File: src/rtl/lector_rgb_if.sv
// Keypad, motor-timer and color-output signals of the RGB keypad reader.
interface lector_rgb_if;
    logic       key_valid;
    logic [3:0] key_code;
    logic       flag_R;
    logic       flag_G;
    logic       flag_B;
    logic [4:0] R;
    logic [4:0] G;
    logic [4:0] B;
    logic       enter;
    logic       motor_R;
    logic       motor_G;
    logic       motor_B;
    logic       busy;
    logic       err;

    modport master (
        output key_valid, key_code, flag_R, flag_G, flag_B,
        input  R, G, B, enter, motor_R, motor_G, motor_B, busy, err
    );

    modport slave (
        input  key_valid, key_code, flag_R, flag_G, flag_B,
        output R, G, B, enter, motor_R, motor_G, motor_B, busy, err
    );
endinterface

File: src/rtl/lector_rgb.sv
// Keypad reader for an RGB dispenser: collects three amounts (0-15) digit by
// digit, then enables the motors until the timer flags report each color done.
module lector_rgb #(
    parameter logic [3:0] KEY_OK     = 4'hA,
    parameter logic [3:0] KEY_CANCEL = 4'hB,
    parameter logic [3:0] KEY_START  = 4'hE
) (
    input logic         clk,
    input logic         rst,
    lector_rgb_if.slave bus
);
    // state  | meaning
    // READ_R | collecting digits for red
    // READ_G | collecting digits for green
    // READ_B | collecting digits for blue
    // READY  | all three amounts confirmed, waiting for start
    // RUN    | motors dispensing until every enable has dropped
    typedef enum logic [2:0] {
        READ_R = 3'd0,
        READ_G = 3'd1,
        READ_B = 3'd2,
        READY  = 3'd3,
        RUN    = 3'd4
    } state_t;

    localparam logic [4:0] NOT_SET = 5'd16;

    state_t     state_q, state_d;
    logic [4:0] acc_q, acc_d;
    logic [1:0] ndig_q, ndig_d;
    logic [4:0] r_q, r_d;
    logic [4:0] g_q, g_d;
    logic [4:0] b_q, b_d;
    logic [2:0] motor_q, motor_d;
    logic       enter_q, enter_d;
    logic       err_q, err_d;

    logic       restart;
    logic       key_digit;
    logic [7:0] cand;
    logic [2:0] flags;

    assign flags     = {bus.flag_R, bus.flag_G, bus.flag_B};
    assign key_digit = (bus.key_code <= 4'd9);
    assign cand      = ({3'b000, acc_q} * 8'd10) + {4'b0000, bus.key_code};

    always_ff @(posedge clk or posedge rst) begin
        if (rst) begin
            state_q <= READ_R;
            acc_q   <= 5'd0;
            ndig_q  <= 2'd0;
            r_q     <= NOT_SET;
            g_q     <= NOT_SET;
            b_q     <= NOT_SET;
            motor_q <= 3'b000;
            enter_q <= 1'b0;
            err_q   <= 1'b0;
        end else begin
            state_q <= state_d;
            acc_q   <= acc_d;
            ndig_q  <= ndig_d;
            r_q     <= r_d;
            g_q     <= g_d;
            b_q     <= b_d;
            motor_q <= motor_d;
            enter_q <= enter_d;
            err_q   <= err_d;
        end
    end

    always_comb begin
        state_d = state_q;
        acc_d   = acc_q;
        ndig_d  = ndig_q;
        r_d     = r_q;
        g_d     = g_q;
        b_d     = b_q;
        motor_d = motor_q;
        enter_d = 1'b0;
        err_d   = 1'b0;
        restart = 1'b0;

        unique case (state_q)
            READ_R, READ_G, READ_B: begin
                if (bus.key_valid) begin
                    if (key_digit) begin
                        if ((cand <= 8'd15) && (ndig_q < 2'd2)) begin
                            acc_d  = cand[4:0];
                            ndig_d = ndig_q + 2'd1;
                        end else begin
                            err_d = 1'b1;
                        end
                    end else if (bus.key_code == KEY_OK) begin
                        if (ndig_q == 2'd0) begin
                            err_d = 1'b1;
                        end else begin
                            acc_d  = 5'd0;
                            ndig_d = 2'd0;
                            case (state_q)
                                READ_R: begin
                                    r_d     = acc_q;
                                    state_d = READ_G;
                                end
                                READ_G: begin
                                    g_d     = acc_q;
                                    state_d = READ_B;
                                end
                                default: begin
                                    b_d     = acc_q;
                                    state_d = READY;
                                end
                            endcase
                        end
                    end else if (bus.key_code == KEY_CANCEL) begin
                        restart = 1'b1;
                    end else begin
                        err_d = 1'b1;
                    end
                end
            end
            READY: begin
                if (bus.key_valid) begin
                    if (bus.key_code == KEY_START) begin
                        enter_d = 1'b1;
                        state_d = RUN;
                        motor_d = {r_q != 5'd0, g_q != 5'd0, b_q != 5'd0};
                    end else if (bus.key_code == KEY_CANCEL) begin
                        restart = 1'b1;
                    end else begin
                        err_d = 1'b1;
                    end
                end
            end
            RUN: begin
                err_d = bus.key_valid;
                // The timer has just been started while enter is high, so its
                // flags are still stale in that cycle.
                if (motor_q == 3'b000) begin
                    restart = 1'b1;
                end else if (!enter_q) begin
                    motor_d = motor_q & ~flags;
                end
            end
            default: begin
                restart = 1'b1;
            end
        endcase

        if (restart) begin
            state_d = READ_R;
            acc_d   = 5'd0;
            ndig_d  = 2'd0;
            r_d     = NOT_SET;
            g_d     = NOT_SET;
            b_d     = NOT_SET;
        end
    end

    always_comb begin
        bus.R       = r_q;
        bus.G       = g_q;
        bus.B       = b_q;
        bus.motor_R = motor_q[2];
        bus.motor_G = motor_q[1];
        bus.motor_B = motor_q[0];
        bus.enter   = enter_q;
        bus.busy    = (state_q == RUN);
        bus.err     = err_q;
    end
endmodule

File: src/flat_wrapper.sv
// flat-port wrapper written by rule: the top's interface ports become plain ports
module lector_rgb_flat 
#(
    parameter logic [3:0] KEY_OK     = 4'hA,
    parameter logic [3:0] KEY_CANCEL = 4'hB,
    parameter logic [3:0] KEY_START  = 4'hE
)
  (clk, rst, bus_key_valid, bus_key_code, bus_flag_R, bus_flag_G, bus_flag_B, bus_R, bus_G, bus_B, bus_enter, bus_motor_R, bus_motor_G, bus_motor_B, bus_busy, bus_err);
  lector_rgb_if bus_i ();
  input logic clk;
  input logic rst;
  input wire logic [$bits(bus_i.key_valid)-1:0] bus_key_valid;
  input wire logic [$bits(bus_i.key_code)-1:0] bus_key_code;
  input wire logic [$bits(bus_i.flag_R)-1:0] bus_flag_R;
  input wire logic [$bits(bus_i.flag_G)-1:0] bus_flag_G;
  input wire logic [$bits(bus_i.flag_B)-1:0] bus_flag_B;
  output wire logic [$bits(bus_i.R)-1:0] bus_R;
  output wire logic [$bits(bus_i.G)-1:0] bus_G;
  output wire logic [$bits(bus_i.B)-1:0] bus_B;
  output wire logic [$bits(bus_i.enter)-1:0] bus_enter;
  output wire logic [$bits(bus_i.motor_R)-1:0] bus_motor_R;
  output wire logic [$bits(bus_i.motor_G)-1:0] bus_motor_G;
  output wire logic [$bits(bus_i.motor_B)-1:0] bus_motor_B;
  output wire logic [$bits(bus_i.busy)-1:0] bus_busy;
  output wire logic [$bits(bus_i.err)-1:0] bus_err;
  assign bus_i.key_valid = bus_key_valid;
  assign bus_i.key_code = bus_key_code;
  assign bus_i.flag_R = bus_flag_R;
  assign bus_i.flag_G = bus_flag_G;
  assign bus_i.flag_B = bus_flag_B;
  assign bus_R = bus_i.R;
  assign bus_G = bus_i.G;
  assign bus_B = bus_i.B;
  assign bus_enter = bus_i.enter;
  assign bus_motor_R = bus_i.motor_R;
  assign bus_motor_G = bus_i.motor_G;
  assign bus_motor_B = bus_i.motor_B;
  assign bus_busy = bus_i.busy;
  assign bus_err = bus_i.err;
  lector_rgb #(.KEY_OK(KEY_OK), .KEY_CANCEL(KEY_CANCEL), .KEY_START(KEY_START)) u_core (.clk(clk), .rst(rst), .bus(bus_i));
endmodule
File: config.mk
export PLATFORM = sky130hd
export DESIGN_NAME = lector_rgb_flat
export DESIGN_NICKNAME = d
export VERILOG_FILES = /design/src/rtl/lector_rgb_if.sv /design/src/rtl/lector_rgb.sv /design/src/flat_wrapper.sv
export SDC_FILE = /design/constraint.sdc
export NUM_CORES = 1
export LEC_CHECK = 0
export CORE_UTILIZATION = 40
export CTS_CLUSTER_SIZE = 12
export DETAILED_ROUTE_END_ITERATION = 8
export HOLD_SLACK_MARGIN = 0.15
export PLACE_DENSITY = 0.69
export SLEW_MARGIN = 20
export SYNTH_ARGS = -nofsm -noshare
export SYNTH_HDL_FRONTEND = slang
export SYNTH_SLANG_ARGS = --single-unit
File: constraint.sdc
create_clock -name clk -period 3.5 [get_ports clk]
set_input_delay 0.7 -clock clk [delete_from_list [all_inputs] [get_ports clk]]
set_output_delay 0.7 -clock clk [all_outputs]
set_load 0.02 [all_outputs]
==> run_results.csv <==
group,metric,value,unit
timing,max_slew_margin,0.676,
timing,clock.fmax,343,MHz
yosys,yosysWarnings,0,
worst_setup_path,path_class,"reg2reg",
drt,ant_nets,0,
placement,post_dp_cell_area,0.00231,mm²
drt,num_vias,1555,
clocking,cts_buffer_depth,2,
worst_setup_path,critical_path_required,3.71,ns
clocking,h-tree-depth,2,
drt,drtPass1Iterations,7,
layout,layoutNonFillerInstCount,279,
placement,dp.cells,271,
yosys,synth_top_area_frac,0.351,
worst_setup_path,cp.arrival,3.12,ns
floorplanning,dieArea,0.00510,mm²
floorplanning,die_h,71.4,µm
yosys,seq_area_frac_synth,0.392,
timing,fin_crit_sh,0.832,
drt,vias_per_cell,5.57,
timing,fin_ws,0.587,ns
layout,fillCellCount,409,
floorplanning,ioPinCount,31,
drt,drt_iter0_markers,109,
clocking,post-cts-setup-buffer-count,0,
power_and_ir_drop,ir_drop,0.236,mV
clocking,root_buffer,"clkbuf_8",
worst_setup_path,r2r-start,"u_core.acc_q[3]",
floorplanning,die_x,71.4,µm
yosys,synth-edff-count,0,
worst_setup_path,critical_path.startpoint_type,"flop",
clocking,clkTransAtPathRegs,0.07,ns
placement,place_congestion,0.812,
power_and_ir_drop,powerDensity,706,mW/mm²
yosys,synth.distinct_cells,46,
layout,multi_input_area,0.00112,mm²
global_route,antenna_found_initial,0,
power_and_ir_drop,finalPower,1.70,mW
global_route,grt_pass1_wl,7290,µm
min_path,hold_class,"reg2reg",
global_route,track_usage,0.186,
timing,finalHoldViolCount,0,
timing,worst_pin_slew,0.485,ns
power_and_ir_drop,p_leak,1.17,nW
yosys,syn_area,0.00193,mm²
yosys,netlist_top_cells_count,"dfrtp_1, nor2_1, mux2_2, mux2i_1",
layout,drive_gt1_frac,0.159,
global_route,grt_overflow,0,
drt,wl_met2,1880,µm
clocking,cts_buffers,5,
clocking,cts_hold_buf,0,
timing,grt_setup_unrepaired,"false",
yosys,async_reset_ff_frac,1.00,
worst_setup_path,critPathMaxFanout,7,
yosys,synth_most_common_cell,"dfrtp_1",
floorplanning,initial_utilization,0.428,
placement,hpwl,3280,µm
placement,port_buffers,30,
timing,setup_viol,0,
yosys,postSynthCellCount,188,
drt,met1_length,2220,µm
clocking,clock_latency,0.28,ns
worst_setup_path,crit_path_start,"u_core.acc_q[3]",
clocking,ctsResizeCount,0,
floorplanning,row_count,24,
global_route,grt_max_degree,31,
run_status,outcome,"finished, violations left",
timing,maxSlewViolCount,0,
timing,setup-tns-final,0,ns
global_route,first_global_vias,1483,
drt,routed.top_layer,"met4",
yosys,synth_fp_nets,210,
floorplanning,core,0.00450,mm²
drt,drt_drc_violations_left,2,
layout,nNetsFinal,248,
drt,wl,4360,µm
min_path,hold_start,"u_core.bus.G[0]",
yosys,synth.area.top_cells,"dfrtp_1, ha_1, mux2_2",
yosys,synth_seq_cells,30,
yosys,dominantRegCellSynth,"dfrtp_1",
timing,hold_ws,0.533,ns
clocking,clock_sinks,30,
run_status,failed_checks,"DRC",
worst_setup_path,rr_worst_depth,8,
layout,utilization,0.535,
clocking,tritoncts,"built",
layout,ff_latch_area,754,µm²
timing,min_period,2.91,ns
yosys,synth_top_cell_by_area,"dfrtp_1",
layout,n_antenna_cell,0,
drt,met3_length,200,µm
timing,skew,0.00807,ns
worst_setup_path,crit_path_end_kind,"flop",
layout,area_growth,25.1,%
placement,place_ws,0.324,ns
min_path,whs_path_depth,1,
yosys,syn_avg_cell_area,10.2,µm²
flow_run,cap_violations,0,
layout,fin_area,0.00241,mm²
drt,wire_per_inst,15.6,µm
cell usage in the layout, fill, tap and decap left out, types with 2 or more instances in the layout:
cell,instances
nor2b_1,2
nand4_1,2
mux2_2,11
dfstp_2,3
nor2_1,15
fa_1,2
inv_1,7
or4_1,4
and3_1,5
mux2i_1,11
nand3_1,8
a2bb2oi_1,2
clkbuf_8,6
buf_4,7
a22oi_1,4
a21o_1,4
xor2_1,2
nor3_2,2
nand2b_1,6
nand2_1,10
o21ai_0,9
a21oi_1,7
clkdlybuf4s50_1,30
and4b_1,2
dfrtp_1,27
o21ai_1,5
nor4_1,4
ha_1,10
worst max-delay path, cell delays in order (launching register included):
cell and delay (ns):
dfrtp_1 0.47, ha_1 0.31, ha_1 0.23, fa_1 0.38, xor2_1 0.22, and4b_1 0.25, a21bo_4 0.24, a211oi_4 0.47
mux2i_1 0.25
path summary, 6_finish.rpt:
kind	end	slack, ns
worst max-delay path	u_core.acc_q[3]	0.59
min in group asynchronous	u_core.bus.B[0]	0.79
worst max register to register	u_core.acc_q[3]	0.59
worst min-delay path	u_core.bus.G[0]	0.53
max in group asynchronous	u_core.bus.B[4]	2.39
worst min register to register	u_core.bus.G[0]	0.53
layer usage:
metal | vias up | GRT usage
met1 | 738 | 0.281
met5 | - | 0
met2 | 42 | 0.272
met3 | 7 | 0.0366
li1 | 768 | -
met4 | 0 | 0.0533
report_power, final:
part / switching (mW) / total [mW] / internal (mW) / leakage (nW)
logic: 0.428 / 0.830 / 0.402 / 0.738
registers: 0.113 / 0.580 / 0.467 / 0.389
clock network: 0.134 / 0.292 / 0.158 / 0.0472
state kept, by name, summed over array words and instances (netlist names):
| register | cells |
|---|---|
| u_core.acc_q | 5 |
| u_core.bus.B | 5 |
| u_core.bus.G | 5 |
| u_core.bus.R | 5 |
| u_core.motor_q | 3 |
| u_core.state_q | 3 |
| u_core.ndig_q | 2 |
| u_core.bus.enter | 1 |
| u_core.bus.err | 1 |
area by class of cell:
type / instances / share of cell area
clock buffer: 6 / 0.0343
inverter: 7 / 0.0109
multi-input combinational: 145 / 0.463
clock inverter: 2 / 0.00519
tap: 52 / 0.0270
sequential: 30 / 0.313
timing repair buffer: 37 / 0.146
cell families (layout without fill, tap and decap cells):
group	after synthesis	after routing	share of synthesized area
XOR/XNOR	3	3	0.0208
flip-flops	30	30	0.392
buffers and inverters	13	52	0.0286
multiplexers	22	22	0.122
adder cells (fa/ha/maj)	12	12	0.0858
AND/OR/NAND/NOR	65	65	0.192
AO/OA/AOI/OAI	43	43	0.159
No activity file was read; power rests on OpenSTA's default activity.
